[src/rtl/cpout_pkg.sv]
// cpout_pkg: panel protocol constants shared by the command interpreter and
// the lamp-state output serializer (tags, lamp bit positions, frame length).
package cpout_pkg;

    // Frame geometry
    localparam int         CP_FRAME_LEN = 7;
    localparam logic [2:0] CP_LAST_IDX  = 3'(CP_FRAME_LEN - 1);

    // Byte tags; the sync byte carries no payload
    localparam logic [7:0] CP_SYNC         = 8'h00;
    localparam logic [1:0] CP_TAG_W_LO     = 2'b01;
    localparam logic [2:0] CP_TAG_W_MID    = 3'b100;
    localparam logic [2:0] CP_TAG_W_HI     = 3'b101;
    localparam logic [2:0] CP_TAG_LAMP_LO  = 3'b110;
    localparam logic [2:0] CP_TAG_LAMP_HI  = 3'b001;
    localparam logic [2:0] CP_TAG_ROT      = 3'b111;

    // Status lamp bit positions
    localparam int LAMP_W     = 10;
    localparam int LAMP_P     = 0;
    localparam int LAMP_MC    = 1;
    localparam int LAMP_Q     = 2;
    localparam int LAMP_STOP  = 3;
    localparam int LAMP_WAIT  = 4;
    localparam int LAMP_ALARM = 5;
    localparam int LAMP_IRQ   = 6;
    localparam int LAMP_CLOCK = 7;
    localparam int LAMP_MODE  = 8;
    localparam int LAMP_AUX   = 9;

    // Serializer FSM encoding
    localparam logic [1:0] ST_IDLE      = 2'd0;
    localparam logic [1:0] ST_SEND      = 2'd1;
    localparam logic [1:0] ST_WAIT_BUSY = 2'd2;
    localparam logic [1:0] ST_WAIT_DONE = 2'd3;

    // Panel state captured at frame start
    typedef struct packed {
        logic [15:0]       w;
        logic [LAMP_W-1:0] lamps;
        logic [3:0]        rot;
    } cp_snap_t;

endpackage

[src/rtl/cpout_if.sv]
// cpout_if: request side (panel lamp logic) plus UART TX handshake.
// master = the surrounding system (lamp logic and UART), slave = cpout.
interface cpout_if;
    import cpout_pkg::*;

    logic              send_leds;
    logic [15:0]       w;
    logic [LAMP_W-1:0] lamps;
    logic [3:0]        rotary_pos;
    logic              tx_busy;
    logic [7:0]        tx_byte;
    logic              tx_send;
    logic              busy;

    modport master (
        output send_leds, w, lamps, rotary_pos, tx_busy,
        input  tx_byte, tx_send, busy
    );

    modport slave (
        input  send_leds, w, lamps, rotary_pos, tx_busy,
        output tx_byte, tx_send, busy
    );

endinterface

[src/rtl/cpout_frame.sv]
// cpout_frame: selects the tagged frame byte for a given position from the
// captured panel state. Purely combinational.
module cpout_frame
    import cpout_pkg::*;
(
    input  logic [2:0] idx,
    input  cp_snap_t   snap,
    output logic [7:0] frame_byte
);

    // Byte mux over the fixed frame layout; unreachable idx 7 maps to sync
    always_comb begin
        frame_byte = CP_SYNC;
        case (idx)
            3'd0:    frame_byte = CP_SYNC;
            3'd1:    frame_byte = {CP_TAG_W_LO,    snap.w[5:0]};
            3'd2:    frame_byte = {CP_TAG_W_MID,   snap.w[10:6]};
            3'd3:    frame_byte = {CP_TAG_W_HI,    snap.w[15:11]};
            3'd4:    frame_byte = {CP_TAG_LAMP_LO, snap.lamps[LAMP_WAIT:LAMP_P]};
            3'd5:    frame_byte = {CP_TAG_LAMP_HI, snap.lamps[LAMP_AUX:LAMP_ALARM]};
            3'd6:    frame_byte = {CP_TAG_ROT,     1'b0, snap.rot};
            default: frame_byte = CP_SYNC;
        endcase
    end

endmodule

[src/rtl/cpout.sv]
// cpout: control-panel output serializer. Snapshots lamp state on request and
// streams the 7-byte frame to the UART TX over a strobe/busy handshake.
module cpout
    import cpout_pkg::*;
(
    input  logic clk_sys,
    input  logic rst_n,
    cpout_if.slave cp
);

    logic [1:0] state_q,   state_d;
    logic [2:0] idx_q,     idx_d;
    logic       pending_q, pending_d;
    cp_snap_t   snap_q,    snap_d;
    logic [7:0] tx_byte_q, tx_byte_d;
    logic       tx_send_q, tx_send_d;
    logic [7:0] frame_byte;

    cpout_frame u_frame (
        .idx        (idx_q),
        .snap       (snap_q),
        .frame_byte (frame_byte)
    );

    // Next-state: frame sequencing, handshake and request collapsing
    always_comb begin
        state_d   = state_q;
        idx_d     = idx_q;
        pending_d = pending_q;
        snap_d    = snap_q;
        tx_byte_d = tx_byte_q;
        tx_send_d = 1'b0;

        case (state_q)
            ST_IDLE: begin
                if (cp.send_leds || pending_q) begin
                    snap_d.w     = cp.w;
                    snap_d.lamps = cp.lamps;
                    snap_d.rot   = cp.rotary_pos;
                    pending_d    = 1'b0;
                    idx_d        = 3'd0;
                    state_d      = ST_SEND;
                end
            end
            ST_SEND: begin
                tx_byte_d = frame_byte;
                tx_send_d = 1'b1;
                state_d   = ST_WAIT_BUSY;
            end
            // Wait for the UART to acknowledge by raising busy (level, not edge)
            ST_WAIT_BUSY: begin
                if (cp.tx_busy) state_d = ST_WAIT_DONE;
            end
            ST_WAIT_DONE: begin
                if (!cp.tx_busy) begin
                    if (idx_q == CP_LAST_IDX) begin
                        state_d = ST_IDLE;
                    end else begin
                        idx_d   = idx_q + 3'd1;
                        state_d = ST_SEND;
                    end
                end
            end
            default: state_d = ST_IDLE;
        endcase

        // Requests arriving mid-frame fold into a single follow-up frame,
        // including one that lands on the cycle the last byte completes
        if (cp.send_leds && (state_q != ST_IDLE)) pending_d = 1'b1;
    end

    // State registers; reset aborts any frame in flight
    always_ff @(posedge clk_sys or negedge rst_n) begin
        if (!rst_n) begin
            state_q   <= ST_IDLE;
            idx_q     <= 3'd0;
            pending_q <= 1'b0;
            snap_q    <= '0;
            tx_byte_q <= 8'h00;
            tx_send_q <= 1'b0;
        end else begin
            state_q   <= state_d;
            idx_q     <= idx_d;
            pending_q <= pending_d;
            snap_q    <= snap_d;
            tx_byte_q <= tx_byte_d;
            tx_send_q <= tx_send_d;
        end
    end

    assign cp.tx_byte = tx_byte_q;
    assign cp.tx_send = tx_send_q;
    assign cp.busy    = (state_q != ST_IDLE);

endmodule

[src/flat_wrapper.sv]
// flat-port wrapper written by rule: the top's interface ports become plain ports
module cpout_flat import cpout_pkg::*;
  (clk_sys, rst_n, cp_send_leds, cp_w, cp_lamps, cp_rotary_pos, cp_tx_busy, cp_tx_byte, cp_tx_send, cp_busy);
  cpout_if cp_i ();
  input  logic clk_sys;
  input  logic rst_n;
  input wire logic [$bits(cp_i.send_leds)-1:0] cp_send_leds;
  input wire logic [$bits(cp_i.w)-1:0] cp_w;
  input wire logic [$bits(cp_i.lamps)-1:0] cp_lamps;
  input wire logic [$bits(cp_i.rotary_pos)-1:0] cp_rotary_pos;
  input wire logic [$bits(cp_i.tx_busy)-1:0] cp_tx_busy;
  output wire logic [$bits(cp_i.tx_byte)-1:0] cp_tx_byte;
  output wire logic [$bits(cp_i.tx_send)-1:0] cp_tx_send;
  output wire logic [$bits(cp_i.busy)-1:0] cp_busy;
  assign cp_i.send_leds = cp_send_leds;
  assign cp_i.w = cp_w;
  assign cp_i.lamps = cp_lamps;
  assign cp_i.rotary_pos = cp_rotary_pos;
  assign cp_i.tx_busy = cp_tx_busy;
  assign cp_tx_byte = cp_i.tx_byte;
  assign cp_tx_send = cp_i.tx_send;
  assign cp_busy = cp_i.busy;
  cpout u_core (.clk_sys(clk_sys), .rst_n(rst_n), .cp(cp_i));
endmodule
[config.mk]
export PLATFORM = sky130hd
export DESIGN_NAME = cpout_flat
export DESIGN_NICKNAME = d
export VERILOG_FILES = /design/src/rtl/cpout_pkg.sv /design/src/rtl/cpout_if.sv /design/src/rtl/cpout_frame.sv /design/src/rtl/cpout.sv /design/src/flat_wrapper.sv
export SDC_FILE = /design/constraint.sdc
export NUM_CORES = 1
export LEC_CHECK = 0
export BUFFER_PORTS_ARGS = -buffer_cell sky130_fd_sc_hd__buf_4
export CORE_MARGIN = 2
export CORE_UTILIZATION = 40
export CTS_CLUSTER_SIZE = 20
export DETAILED_ROUTE_END_ITERATION = 8
export GPL_ROUTABILITY_DRIVEN = 1
export HOLD_SLACK_MARGIN = 0.03
export PLACE_DENSITY_LB_ADDON = 0.25
export SLEW_MARGIN = 20
export SYNTH_ARGS = -nofsm -noshare
export SYNTH_HDL_FRONTEND = slang
export SYNTH_HIERARCHICAL = 1
export SYNTH_SLANG_ARGS = --single-unit
[constraint.sdc]
create_clock -name clk_sys -period 3.5 [get_ports clk_sys]
set_clock_uncertainty 0.05 [all_clocks]
set_input_delay 0 -clock clk_sys [delete_from_list [all_inputs] [get_ports clk_sys]]
set_output_delay 0 -clock clk_sys [all_outputs]
set_load 0.005 [all_outputs]
==> results of run 1 <==
-- timing repair --
item | 4_1_cts | 5_1_grt
setup endpoints to repair | 0 | 0
hold buffers | 32 | 0
endpoints found under the hold margin | 76 | 0
-- report_power, final --
| group | leakage [nW] | total, mW | switching (mW) | internal, mW |
|---|---|---|---|---|
| Clock | 0.0512 | 0.341 | 0.181 | 0.160 |
| Sequential | 0.546 | 0.971 | 0.196 | 0.775 |
| Combinational | 0.772 | 0.990 | 0.388 | 0.602 |
| Total | 1.37 | 2.30 | 0.765 | 1.54 |
-- cells in the final DEF, fill, tap and decap left out, types with 5 or more instances in the layout --
master         instances
dfrtp_1               45
buf_4                 44
mux2_2                42
dlygate4sd3_1         32
nand2_1               10
ha_1                   8
clkbuf_8               6
nor2b_1                6
mux2_1                 5
-- worst max-delay path, stage by stage, from the launching register on --
cell,delay [ns]
dfrtp_1,0.78
inv_1,0.14
ha_1,0.24
a21boi_0,0.39
o211ai_2,0.16
mux2_2,0.29
-- per-layer routing --
layer	share of wire, %	wire, um
met1	47	2137
met2	47	2141
met3	3.6	163
met5	0	0
met4	1.7	76
-- kinds of logic after synthesis --
family                     share of synthesized area (%)
and+or+nand+nor                                    8.329
muxes                                              24.70
buffers and inverters                              3.207
adders and majority gates                          4.502
DFF                                                50.65
AOI/OAI and AO/OA                                  8.610
-- final timing paths --
kind,from,slack [ns],end,depth (start not counted)
max,u_core/idx_q[0]$_DFFE_PN0P_,1.36,u_core/idx_q[1]$_DFFE_PN0P_,5
min,cp_tx_busy,0.04,u_core/state_q[0]$_DFFE_PN0P_,4
max reg2reg,u_core/idx_q[0]$_DFFE_PN0P_,1.36,u_core/idx_q[1]$_DFFE_PN0P_,5
min reg2reg,u_core/snap_q[11]$_DFFE_PN0P_,0.46,u_core/snap_q[11]$_DFFE_PN0P_,1
max in group asynchronous,rst_n,2.82,u_core/cp.tx_byte[3]$_DFFE_PN0P_,2
min in group asynchronous,rst_n,0.18,u_core/snap_q[5]$_DFFE_PN0P_,2
-- state kept, by name (all words and copies together) (netlist names) --
name	count
u_core/cp.tx_byte	8
u_core/pending_q	1
u_core/cp.tx_send	1
u_core/state_q	2
u_core/idx_q	3
u_core/snap_q	30
-- synthesized netlist by cell type (2+ instances only) --
master,n,area share [%]
buf_2,3,0.68
inv_1,4,0.68
nand2_1,10,1.7
a221oi_2,2,1.4
o21ai_0,2,0.45
ha_1,8,4.5
mux2i_1,2,0.90
mux2_1,5,2.5
a32oi_1,2,0.79
buf_6,2,1.0
nor2b_1,6,1.7
nor2_1,4,0.68
o211ai_1,2,0.68
or2_1,2,0.56
a31oi_1,4,1.1
dfrtp_1,45,51
o21ai_1,2,0.45
mux2_2,42,21
-- final cells by class --
cell class / instances / area share [%]
Clock buffer: 6 / 2.739
Clock inverter: 2 / 0.4564
Inverter: 6 / 0.7469
Multi-Input combinational cell: 113 / 34.15
Sequential cell: 45 / 37.34
Tap cell: 72 / 2.988
Timing Repair Buffer: 76 / 21.58
==> results.toml, run 1 <==
[finish]
layout-area-overhead-vs-synth_pct = 35.62
multi_input_comb_area_mm2 = 0.001030
nFillCells = 461
final_cell_count_no_fill = 320
regArea_mm2 = 0.001126
diodes = 0
nNetsFinal = 289
layout-drive-gt1-share_pct = 41.13
postLayoutCellArea_mm2 = 0.003015
postLayoutCoreUtil_pct = 55.44

[logic_synthesis]
synth-seq-cells = 45
syn-num-nets = 213
syn_area_mm2 = 0.002223
yosysUniqueCellTypes = 42
synth_ff_type = "dfrtp_1"
yosysWarnings = 6
synth_cells = 171
synth-edff-count = 0
synth_area_per_cell_um2 = 13.00
ys_async_sr_fraction_pct = 100.0
ys_seq_area_share_pct = 50.65

[clock_network]
clockRootBuffer = "clkbuf_8"
post-cts-setup-buffer-count = 0
cts_max_path_buffers = 2
cts_made_buffers = 5
cts_tree = "built"
clk-insertion-delay-late_ns = 0.30
cts.htree.levels = 2
path_clk_slew_ns = 0.08
ctsResizeCount = 0
clkSinkCount = 45

[die]
core_mm2 = 0.005439
die-area_mm2 = 0.006171
initial_utilization_pct = 40.88
die_height_um = 78.56
rows = 27
ios = 44
die_x_um = 78.56

[timing]
timing.final.crit_share_pct = 61.22
layout_setup_ws_ns = 1.357
fmax_ghz = 0.4667
finalHoldViolCount = 0
maxSlewHeadroom_pct = 47.91
worst_slew_pin_slew_ns = 0.7813
slew_viol_final = 0
timing.setup.tns_ns = 0
post-route-min-period_ns = 2.143
setup_viol = 0
rsz0062_at_grt = "no"
whs_ns = 0.03797

[power]
power.leakage_nw = 1.368
ir_worst_vdd_mv = 0.3900
finalPower_mw = 2.302
power_density_mw_per_mm2 = 763.5

[placed_design]
dp_hpwl_um = 2913
gp_congestion = 0.7341
dp_slack_ns = 1.407
placed_cell_area_mm2 = 0.002599
dp.cells = 280
io_buffers = 43

[flow_run]
max_cap_violations = 0

[routing]
route.vias.total = 1575
totalWireLength_um = 4519
routedWlPerCell_um = 14.12
ant_nets = 0
drt-initial-drc-count = 48
first_pass_iters = 4
drc = 0
vias_per_cell = 4.922

[global_routing]
antenna_found_initial = 0
met3_usage_pct = 3.333
grt_pass1_wl_um = 7472
top_usage_layer = "met2"
grt_use_met2_pct = 25.47
grt-ovfl-total = 0
grt_pass1_vias = 1615
grtUsageTotal_pct = 15.73
grt_max_degree = 46
met1_usage_pct = 20.31

[worst_setup_path]
required_ns = 3.64
startpoint_type = "flop"
cp_max_fo = 18
crit_path_end_kind = "flop"
critical_path_class = "reg2reg"
arrival_ns = 2.28

[outcome]
status = "finished, final reports clean"

[hold_path]
min_path_type = "in2reg"
Power figures use the tool's default switching activity.
==> run 2, diff against run 1 <==
--- a/config.mk
+++ b/config.mk
@@ -5,6 +5,7 @@
 export SDC_FILE = /design/constraint.sdc
 export NUM_CORES = 1
 export LEC_CHECK = 0
+export ABC_AREA = 1
 export BUFFER_PORTS_ARGS = -buffer_cell sky130_fd_sc_hd__buf_4
 export CORE_MARGIN = 2
 export CORE_UTILIZATION = 40
==> constraint.sdc (replaced) <==
create_clock -name clk_sys -period 2 [get_ports clk_sys]
set_clock_uncertainty 0.05 [all_clocks]
set_input_delay 0 -clock clk_sys [delete_from_list [all_inputs] [get_ports clk_sys]]
set_output_delay 0 -clock clk_sys [all_outputs]
set_load 0.005 [all_outputs]
==> run 2 against run 1 <==
Against the previous run:
- worst setup slack worse by 1.1 ns
- global-route usage rose by 0.63 points
- area after synthesis is 14% higher
- sequential share of layout area fell by 3.3 points
- sequential cell count stayed put
- combinational power grew 78%
- worst hold slack gained 0.030 ns
- first-iteration DRC count grew 130%
- routed wire length grew 19%
- non-clock buffer count rose by 6
- design area grew 9.7%
==> results.toml, run 2 <==
[outcome]
status = "finished, final reports clean"

[worst_setup_path]
arrival_ns = 1.95
cp_slowest_cell = "dfrtp_1"
crit_path_end_kind = "flop"
startpoint_type = "flop"
critical_path_class = "reg2reg"
crit_start = "u_core/state_q[0]$_DFFE_PN0P_"
cp_slowest_stage_delay_ns = 0.45
required_ns = 2.19
r2r_slack_ns = 0.23
path_cells = "inv_1 > ha_1 > o21ai_4 > buf_12 > nand2_1 > o21ai_2"
cp_max_fo = 42
r2r-start = "u_core/state_q[0]$_DFFE_PN0P_"

[finish]
largest_register_ffs = 30
diodes = 0
final_common_cell = "nand2_1"
nNetsFinal = 402
final_cell_count_no_fill = 438
postLayoutCoreUtil_pct = 52.99
largest_register = "u_core/snap_q"
layout-area-overhead-vs-synth_pct = 30.45
postLayoutCellArea_mm2 = 0.003307
layout-drive-gt1-share_pct = 28.81
mostFrequentLayoutCells = "77 x nand2_1, 49 x buf_4, 45 x dfrtp_1"

[clock_network]
cts_tree = "built"
clk-insertion-delay-late_ns = 0.30
cts.htree.levels = 2
post-cts-setup-buffer-count = 0
cts_max_path_buffers = 2
clkSinkCount = 45
hold_buffers = 32
ctsResizeCount = 0
clockRootBuffer = "clkbuf_8"
cts_made_buffers = 5
path_clk_slew_ns = 0.08

[global_routing]
grt-ovfl-total = 0
grt_pass1_wl_um = 9142
grt_max_degree = 46
grtUsageTotal_pct = 16.36
grt_pass1_vias = 2068
antenna_found_initial = 0

[timing]
timing.final.crit_share_pct = 88.25
rsz0062_at_grt = "no"
timing.setup.tns_ns = 0
layout_setup_ws_ns = 0.2350
fmax_ghz = 0.5666
setup_viol = 0
slew_viol_final = 0
post-route-min-period_ns = 1.765
finalHoldViolCount = 0
maxSlewHeadroom_pct = 57.86
whs_ns = 0.06827
worst_slew_pin_slew_ns = 0.6297

[logic_synthesis]
synth_common_cells = "77 x nand2_1, 45 x dfrtp_1, 43 x inv_1"
synth_area_per_cell_um2 = 8.833
syn_area_mm2 = 0.002535
synth_ff_type = "dfrtp_1"
yosysWarnings = 6
yosysUniqueCellTypes = 20
synth.most_common_cell = "nand2_1"
yosys.area.top_type_share_pct = 44.42
synth_top_cell_by_area = "dfrtp_1"
synth-edff-count = 0
ys_seq_area_share_pct = 44.42
synth-seq-cells = 45
ys_async_sr_fraction_pct = 100.0
syn-num-nets = 329
synth_cells = 287
synthTopCellsByArea = "dfrtp_1 44%, nand2_1 11%, o21ai_2 10%"

[placed_design]
dp_hpwl_um = 3577
placed_cell_area_mm2 = 0.002853
dp_slack_ns = 0.2758
gp_congestion = 0.8017
dp.cells = 398
io_buffers = 43

[die]
core_mm2 = 0.006241
rows = 29
die-area_mm2 = 0.006990
ios = 44
initial_utilization_pct = 40.62
die_x_um = 83.61
die_height_um = 83.61

[routing]
vias_per_cell = 4.763
ant_nets = 0
drt-initial-drc-count = 111
route.vias.total = 2086
totalWireLength_um = 5361
drc = 0
first_pass_iters = 4
routedWlPerCell_um = 12.24

[power]
finalPower_mw = 4.182
ir_worst_vdd_mv = 0.6734
power.leakage_nw = 1.761
power_density_mw_per_mm2 = 1265

[hold_path]
worstHoldStart = "cp_tx_busy"
min_path_type = "in2reg"

[flow_run]
max_cap_violations = 0
run 2: cell count changes after synthesis, sizes merged, moves of 11 or more:
| cell | previous run | this run |
|---|---|---|
| inv | 5 | 47 |
| mux2 | 47 | 8 |
| nand2 | 10 | 77 |
| nand4 | 1 | 24 |
| nor2 | 4 | 15 |
| o21ai | 4 | 32 |
run 2: power by group:
part	leakage, nW	switching (mW)	internal (mW)
combinational	1.12	0.999	0.765
clock	0.0681	0.319	0.496
sequential	0.569	0.293	1.31
total	1.76	1.61	2.57
run 2: logic make-up after synthesis:
kind of cell	Yosys count	synth area share [%]
simple gates	130	22.90
buf+inv	63	13.62
compound gates	32	11.20
fa+ha+maj	8	3.949
mux	8	3.554
xor+xnor	1	0.3456
flops	45	44.42
run 2: area by class of cell:
class | instances | area [um2]
tap | 77 | 96.34
fill | 609 | 2934
timing repair buffer | 82 | 708.2
clock buffer | 5 | 68.82
multi-input combinational | 179 | 1064
inverter | 47 | 178.9
sequential | 45 | 1126
clock inverter | 3 | 65.06
run 2: worst paths after layout:
path                                                  to  cells after the start
max in group asynchronous   u_core/pending_q$_DFFE_PN0P_                      2
min reg2reg                u_core/snap_q[20]$_DFFE_PN0P_                      2
min                        u_core/state_q[1]$_DFFE_PN0P_                      5
max reg2reg                 u_core/snap_q[3]$_DFFE_PN0P_                      6
max                         u_core/snap_q[3]$_DFFE_PN0P_                      6
min in group asynchronous  u_core/snap_q[23]$_DFFE_PN0P_                      2
run 2: critical path, delay by kind of cell, from the launching register on:
family	cells	cell delay [ns]
compound gates	2	0.33
buf+inv	2	0.43
simple gates	1	0.10
flops	1	0.45
fa+ha+maj	1	0.31
run 2: metal layers:
metal	GRT usage, %	wire length [um]
met5	0	0
met2	27.93	2623
met4	7.038	129
met1	19.38	2371
met3	4.352	236
